### src/rtl/proc_pkg.sv
// Shared processor definitions: opcodes, instruction field positions, the NOP word
// and helpers that report which registers an instruction reads.
package proc_pkg;

    localparam logic [4:0] OP_ALU  = 5'd0;
    localparam logic [4:0] OP_BNE  = 5'd2;
    localparam logic [4:0] OP_ADDI = 5'd5;
    localparam logic [4:0] OP_BLT  = 5'd6;
    localparam logic [4:0] OP_SW   = 5'd7;
    localparam logic [4:0] OP_LW   = 5'd8;

    localparam int OP_HI = 31;
    localparam int OP_LO = 27;
    localparam int RD_HI = 26;
    localparam int RD_LO = 22;
    localparam int RS_HI = 21;
    localparam int RS_LO = 17;
    localparam int RT_HI = 16;
    localparam int RT_LO = 12;

    // add $0,$0,$0
    localparam logic [31:0] NOP = 32'd0;

    // Source registers of one instruction. bIsStoreData marks the sw store-data
    // read, which the memory-stage bypass covers without a stall.
    typedef struct packed {
        logic       aUsed;
        logic [4:0] aReg;
        logic       bUsed;
        logic [4:0] bReg;
        logic       bIsStoreData;
    } srcRegsT;

    function automatic logic [4:0] fieldOp(input logic [31:0] ir);
        return ir[OP_HI:OP_LO];
    endfunction

    function automatic logic [4:0] fieldRd(input logic [31:0] ir);
        return ir[RD_HI:RD_LO];
    endfunction

    function automatic logic [4:0] fieldRs(input logic [31:0] ir);
        return ir[RS_HI:RS_LO];
    endfunction

    function automatic logic [4:0] fieldRt(input logic [31:0] ir);
        return ir[RT_HI:RT_LO];
    endfunction

    function automatic srcRegsT srcRegs(input logic [31:0] ir);
        srcRegsT s;
        s = '0;
        case (fieldOp(ir))
            OP_ALU: begin
                s.aUsed = 1'b1; s.aReg = fieldRs(ir);
                s.bUsed = 1'b1; s.bReg = fieldRt(ir);
            end
            OP_ADDI, OP_LW: begin
                s.aUsed = 1'b1; s.aReg = fieldRs(ir);
            end
            OP_SW: begin
                s.aUsed = 1'b1; s.aReg = fieldRs(ir);
                s.bUsed = 1'b1; s.bReg = fieldRd(ir);
                s.bIsStoreData = 1'b1;
            end
            OP_BNE, OP_BLT: begin
                s.aUsed = 1'b1; s.aReg = fieldRd(ir);
                s.bUsed = 1'b1; s.bReg = fieldRs(ir);
            end
            default: s = '0;
        endcase
        return s;
    endfunction

endpackage

### src/rtl/load_use_detect.sv
// Combinational load-use hazard detector: a valid lw in D/X whose destination
// is read by the F/D instruction (store data of sw excepted).
module load_use_detect
    import proc_pkg::*;
(
    input  logic [31:0] dxIR,
    input  logic        dxValid,
    input  logic [31:0] fdIR,
    output logic        luh
);

    srcRegsT    src;
    logic [4:0] dxRd;
    logic       dxIsLoad;
    logic       matchA;
    logic       matchB;

    always_comb begin
        src      = srcRegs(fdIR);
        dxRd     = fieldRd(dxIR);
        dxIsLoad = dxValid && (fieldOp(dxIR) == OP_LW) && (dxRd != 5'd0);
        matchA   = src.aUsed && (src.aReg == dxRd);
        matchB   = src.bUsed && (src.bReg == dxRd) && !src.bIsStoreData;
        luh      = dxIsLoad && (matchA || matchB);
    end

endmodule

### src/rtl/dx_stage.sv
// Decode/execute pipeline register: captures the decoded instruction and operands,
// inserts load-use bubbles, and applies flush and hold with fixed priority.
module dx_stage #(
    parameter int          CNT_W = 16,
    parameter logic [31:0] NOP   = proc_pkg::NOP
) (
    input  logic             clock,
    input  logic             reset,
    input  logic [31:0]      fdIR,
    input  logic [31:0]      fdPC,
    input  logic [31:0]      regA,
    input  logic [31:0]      regB,
    input  logic             flush,
    input  logic             hold,
    output logic [31:0]      dxIR,
    output logic [31:0]      dxPC,
    output logic [31:0]      dxA,
    output logic [31:0]      dxB,
    output logic             dxValid,
    output logic             stallFD,
    output logic [CNT_W-1:0] bubbleCount
);

    logic             luh;
    logic [31:0]      nextIR;
    logic [31:0]      nextPC;
    logic [31:0]      nextA;
    logic [31:0]      nextB;
    logic             nextValid;
    logic [CNT_W-1:0] nextCount;

    load_use_detect uDetect (
        .dxIR    (dxIR),
        .dxValid (dxValid),
        .fdIR    (fdIR),
        .luh     (luh)
    );

    // Priority: flush, then hold, then load-use bubble, then normal advance.
    always_comb begin
        nextIR    = dxIR;
        nextPC    = dxPC;
        nextA     = dxA;
        nextB     = dxB;
        nextValid = dxValid;
        nextCount = bubbleCount;
        stallFD   = 1'b0;
        if (flush) begin
            nextIR    = NOP;
            nextPC    = 32'd0;
            nextA     = 32'd0;
            nextB     = 32'd0;
            nextValid = 1'b0;
        end else if (hold) begin
            stallFD = 1'b1;
        end else if (luh) begin
            nextIR    = NOP;
            nextPC    = 32'd0;
            nextA     = 32'd0;
            nextB     = 32'd0;
            nextValid = 1'b0;
            stallFD   = 1'b1;
            if (bubbleCount != {CNT_W{1'b1}}) begin
                nextCount = bubbleCount + 1'b1;
            end
        end else begin
            nextIR    = fdIR;
            nextPC    = fdPC;
            nextA     = regA;
            nextB     = regB;
            nextValid = 1'b1;
        end
    end

    always_ff @(posedge clock or posedge reset) begin
        if (reset) begin
            dxIR        <= NOP;
            dxPC        <= 32'd0;
            dxA         <= 32'd0;
            dxB         <= 32'd0;
            dxValid     <= 1'b0;
            bubbleCount <= '0;
        end else begin
            dxIR        <= nextIR;
            dxPC        <= nextPC;
            dxA         <= nextA;
            dxB         <= nextB;
            dxValid     <= nextValid;
            bubbleCount <= nextCount;
        end
    end

endmodule

### config.mk
export PLATFORM = sky130hd
export DESIGN_NAME = dx_stage
export DESIGN_NICKNAME = d
export VERILOG_FILES = /design/src/rtl/proc_pkg.sv /design/src/rtl/load_use_detect.sv /design/src/rtl/dx_stage.sv
export SDC_FILE = /design/constraint.sdc
export NUM_CORES = 1
export LEC_CHECK = 0
export BUFFER_PORTS_ARGS = -buffer_cell sky130_fd_sc_hd__buf_2
export CORE_ASPECT_RATIO = 1.25
export CORE_MARGIN = 8
export CORE_UTILIZATION = 45
export DETAILED_ROUTE_END_ITERATION = 10
export PLACE_DENSITY_LB_ADDON = 0.12
export SYNTH_ARGS = -nofsm -noshare
export SYNTH_HDL_FRONTEND = slang
export SYNTH_SLANG_ARGS = --single-unit
### constraint.sdc
create_clock -name clock -period 6 [get_ports clock]
set_input_delay 1.2 -clock clock [delete_from_list [all_inputs] [get_ports clock]]
set_output_delay 1.2 -clock clock [all_outputs]
set_load 0.03 [all_outputs]
Word level (Yosys, flattened, before mapping)
Cells that the tools add are included.
W data, S select, Z words.
- bits in registers: 145
- input bits: 132
- output and inout port bits: 146
- word-level logic and storage cells: 53
- $add $sub $neg: 1
- equal/unequal tests: 10
- mux-type cells: 21
- bitwise logic cells: 2
- reduce and logical (&&, ||, !) cells: 13
- operators with widths (operator ; count):
    $mux W32 ; 12
    $pmux W6 S3 ; 1
    $add A16 B1 Y16 const B ; 1
    $ne A16 B16 Y1 const B ; 1
    $eq A5 B3 Y1 const B ; 3
    $pmux W6 S2 ; 1
    $eq A5 B4 Y1 const B ; 2
    $eq A5 B5 Y1 ; 2
    $mux W1 ; 7
    $logic_and A1 B1 Y1 ; 6
    $eq A5 B2 Y1 const B ; 1
    $logic_not A5 Y1 ; 1
    $reduce_bool A5 Y1 ; 1
    $reduce_and A4 Y1 ; 1
    $reduce_or A4 Y1 ; 1
    $ne A2 B2 Y1 const B ; 1
    $not A1 Y1 ; 2
    $reduce_or A2 Y1 ; 1
    $logic_not A1 Y1 ; 1
    $logic_or A1 B1 Y1 ; 1

Depth between registers and ports, before layout
- depth after elaboration: 11
- depth in mapped cells: 10
- depth with buffers taken out: 8

By module
A second synthesis with hierarchy kept.
- cell total of the unflattened synthesis: 437
- area, all modules: 5815.6 sq um
- modules (own cells, without submodules) (module ; instances ; cells each ; area each (sq um) ; sequential area each (sq um)):
    dx_stage ; 1 ; 370 ; 5370.2 ; 3628.5
    load_use_detect ; 1 ; 67 ; 445.4 ; 0.0

Worst setup path after synthesis
Ideal clock, no wire load.
- kind: input port to output port
- start point: input port fdIR[27]
- end point: output port stallFD
- arrival: 3.370 ns
- data required time: 4.800 ns
- path slack: 1.430 ns
- stages on the path: 8
- buffers on the path: 2
- cell sequence: and3b_1 o21ba_1 a221o_1 a2111oi_4 a31oi_1 buf_2 buf_2 a21oi_1
- longest elaborated chain between the ends: 11
- elaborated cells between the ends (all ways): 22
- classes of those cells: 7 x eq/ne; 6 x mux; 9 x reduce/logical
- ends and longest elaborated chain (what ; RTL line ; text):
    start: declaration ; dx_stage.sv:9 ; input logic [31:0] fdIR,
    $eq A5 B2 Y1 or $eq A5 B3 Y1 (tied branches) ; proc_pkg.sv:53 ; case (fieldOp(ir))
    $reduce_or A2 Y1 ; proc_pkg.sv:53 ;
    $pmux W6 S3 ; proc_pkg.sv:53 ;
    $eq A5 B5 Y1 ; load_use_detect.sv:23 ; matchB = src.bUsed && (src.bReg == dxRd) && !src.bIsStoreData;
    $logic_and A1 B1 Y1 (2 in a row) ; load_use_detect.sv:23 ;
    $logic_or A1 B1 Y1 * ; load_use_detect.sv:24 ; luh = dxIsLoad && (matchA || matchB);
    $logic_and A1 B1 Y1 * ; load_use_detect.sv:24 ;
    $mux W1 * ; dx_stage.sv:56 ; end else if (luh) begin
    $mux W1 * ; dx_stage.sv:54 ; end else if (hold) begin
    $mux W1 * ; dx_stage.sv:48 ; if (flush) begin
    end: declaration ; dx_stage.sv:20 ; output logic stallFD,
Mark *: on every way between the ends. The rest lies on a longest branch, timed or not.

Worst setup path in the final report
Same ends and word-level chain as after synthesis.

==> summary.md <==
| Metric | Value |
|---|---|
| Area leader, netlist | dfrtp_1 |
| Global-route wire length before repair | 33700 µm |
| Final period util | 76.8% |
| Largest cells by area after synthesis | dfrtp_1 57%, a32oi_1 18%, nor2_1 8.1% |
| CP top delay family | compound AO/OA/AOI/OAI gates |
| Critical path's largest stage delay | between 500 and 600 ps |
| PD cells | around 300 nW/µm² |
| Clk sinks | 145 |
| HPWL Detailed | approximately 15000 µm |
| Initial antenna violation count | 3 |
| Critical Path Fanout Max | 15 |
| Routed vias | roughly 6000 |
| Starting Density | approximately 46% |
| Clock H-tree levels | 4 |
| Yosys top cell area share | 57.3% |
| Total gr overflow | 0 |
| DR pass1 iterations | 5 |
| Seq cells post-synth | 145 |
| Max clock buf depth | 2 |
| # DRC | 0 |
| Hold Crit Class | reg -> reg |
| Post-synth EDFFs | 0 |
| Bufs and invs on worst path | 3 |
| Critical path launch point type | input port |
| NumNets Final | about 960 |
| Top FF cell, synth | dfrtp_1 |
| Gr usage total | approximately a quarter |
| Worst-path cell chain | buf_2, nor3_1, buf_4, o21ba_1, a221o_1, a2111oi_4, a31oi_4, a21oi_1, buf_2 |
| CTS tree | done |
| Syn nets | 713 |
| Setup crit end kind | primary output |
| CTS Buf Count | 17 |
| FFs w/ async S/R, synth | between 90% and 100% |
| Post-CTS setup buffer count | 0 |
| Vias per inst | between 5 and 6 |
| Worst path required time | 4800 ps |
| Fmax | 0.217 GHz |
| Max_cap viols | 0 |
| Arrival time worst endpoint | between 3000 and 4000 ps |
| P_leak | 4.36 nW |
| # resized after CTS | 0 |
| Most common cell after layout, fill and taps aside | buf_2 |
| Hold Vio Cnt, Final | 0 |
| Commonest non-fill, non-tap cells in the layout | 275 x buf_2, 145 x dfrtp_1, 137 x nor2_1, 129 x a32oi_1, 17 x clkbuf_16 |
| Clock Skews | about 16 ps |
| Core ar. | approximately 14000 µm² |
| Yosys warnings | 0 |
| CP Class | in -> out |
| Util after Layout | approximately 61% |
| Initial DRC Count | around 540 |
| Hold_buf cts | 0 |
| Worst Slack Setup Final | around 1400 ps |
| Max Slew Vio Count | 0 |
| Tot Pwr | 2.59 mW |
| Syn Inst Count | 580 |
| Register area share after synthesis | a little under three fifths |
| Relative slew margins | between 10 and 15% |
| Average size of a mapped cell | about 11 µm² |
| CP dominant cell by count | buf_2 |
| Die Ht | between 100 and 150 µm |
| Row cnt | 48 |
| CTS root buf | clkbuf_16 |
| # setup viols final | 0 |
| Clk_lat worst skew | ~430 ps |
| Worst slack at placement | approximately 1400 ps |
| I/O Buffers | approximately 280 |
| Total Wirelength | about 22000 µm |
| Vias in the first global route | 6256 |
| Share of cells above drive strength 1 | roughly two fifths |
| Synth-to-layout area growth | 33.6% |
| Mapped Area | roughly 6300 µm² |
| I/O pin total | approximately 280 |
| Die width | 122 µm |
| Slowest stage cell, crit path | a2111oi_4 |
| Fin Setup TNS | 0 ps |
| Peak supply drop | roughly 0.19 mV |
| Maximum number of pins on one net before global-route repair | around 120 |
| CTS clk-pin slew, worst paths | 60 ps |
| Final min period | around 4600 ps |
| Unrepaired setup endpoints after global routing | false |
| Status | finished, final reports clean |
| Routed Antenna Nets | 0 |
| Reg-to-reg slack, setup | around 2500 ps |
| Measured slew at the worst slew-check pin | around 1300 ps |
| Die area | between 15000 and 20000 µm² |
| RD Place Congestion | 0.870 |
| Netlist cell types | 42 |
| Wire per inst | ~21 µm |
per-layer routing:
metal	vias to the layer above	track usage [%]	wire length [µm]
met5	-	0	8
met4	2	13.5	814
met3	55	7.93	1990
met2	315	37.6	10800
met1	2979	27.2	8140
li1	2706	-	-
synth_stat cells (5+ instances only):
library cell,n
buf_2,16
nand3_1,7
nor2_1,137
a21oi_1,11
a22oi_1,5
dfrtp_1,145
and3_1,9
clkbuf_1,41
a31oi_1,5
inv_1,5
a32oi_1,129
nand2_1,8
xor2_1,14
flip-flops by register name (all words and copies together) (netlist names):
name	count
bubbleCount	16
dxB	32
dxPC	32
dxA	32
dxIR	32
dxValid	1
per-stage QoR:
step | cells | cell area, µm² | hold slack (ps)
after floorplan | 580 | 6340 | 658
after global routing | 1015 | 8460 | 516
after global placement | 981 | 7800 | 479
after detailed placement | 981 | 7800 | 480
after CTS | 1013 | 8460 | 491
final | 1015 | 8460 | 486
layout make-up:
cell class | instances | area, µm²
antenna | 2 | 5.00
clock buffer | 19 | 453
clock inverter | 13 | 208
fill | 1180 | 5350
inverter | 5 | 23.8
multi-input combinational | 371 | 2470
sequential | 145 | 3630
tap | 175 | 219
timing repair buffer | 285 | 1450
cells by family after synthesis:
group | count (synthesis) | share of synthesized area, %
xor+xnor | 18 | 2.49
mux | 2 | 0.336
flops | 145 | 57.3
simple gates | 181 | 12.7
fa+ha+maj | 1 | 0.197
buf+inv | 64 | 4.11
compound gates | 169 | 22.9
where the power goes:
group | internal [mW] | switching, mW
combinational | 0.114 | 0.245
sequential | 1.02 | 0.0306
clock | 0.761 | 0.418
total | 1.90 | 0.693
worst paths after layout:
check,from,endpoint,cells after the start
worst min register to register,bubbleCount[12],bubbleCount[12],1
worst max-delay path,fdIR[27],stallFD,9
min in group asynchronous,reset,dxB[23],2
worst max register to register,dxIR[22],dxB[16],6
worst min-delay path,bubbleCount[12],bubbleCount[12],1
max in group asynchronous,reset,dxA[14],3
Power figures use the tool's default switching activity.
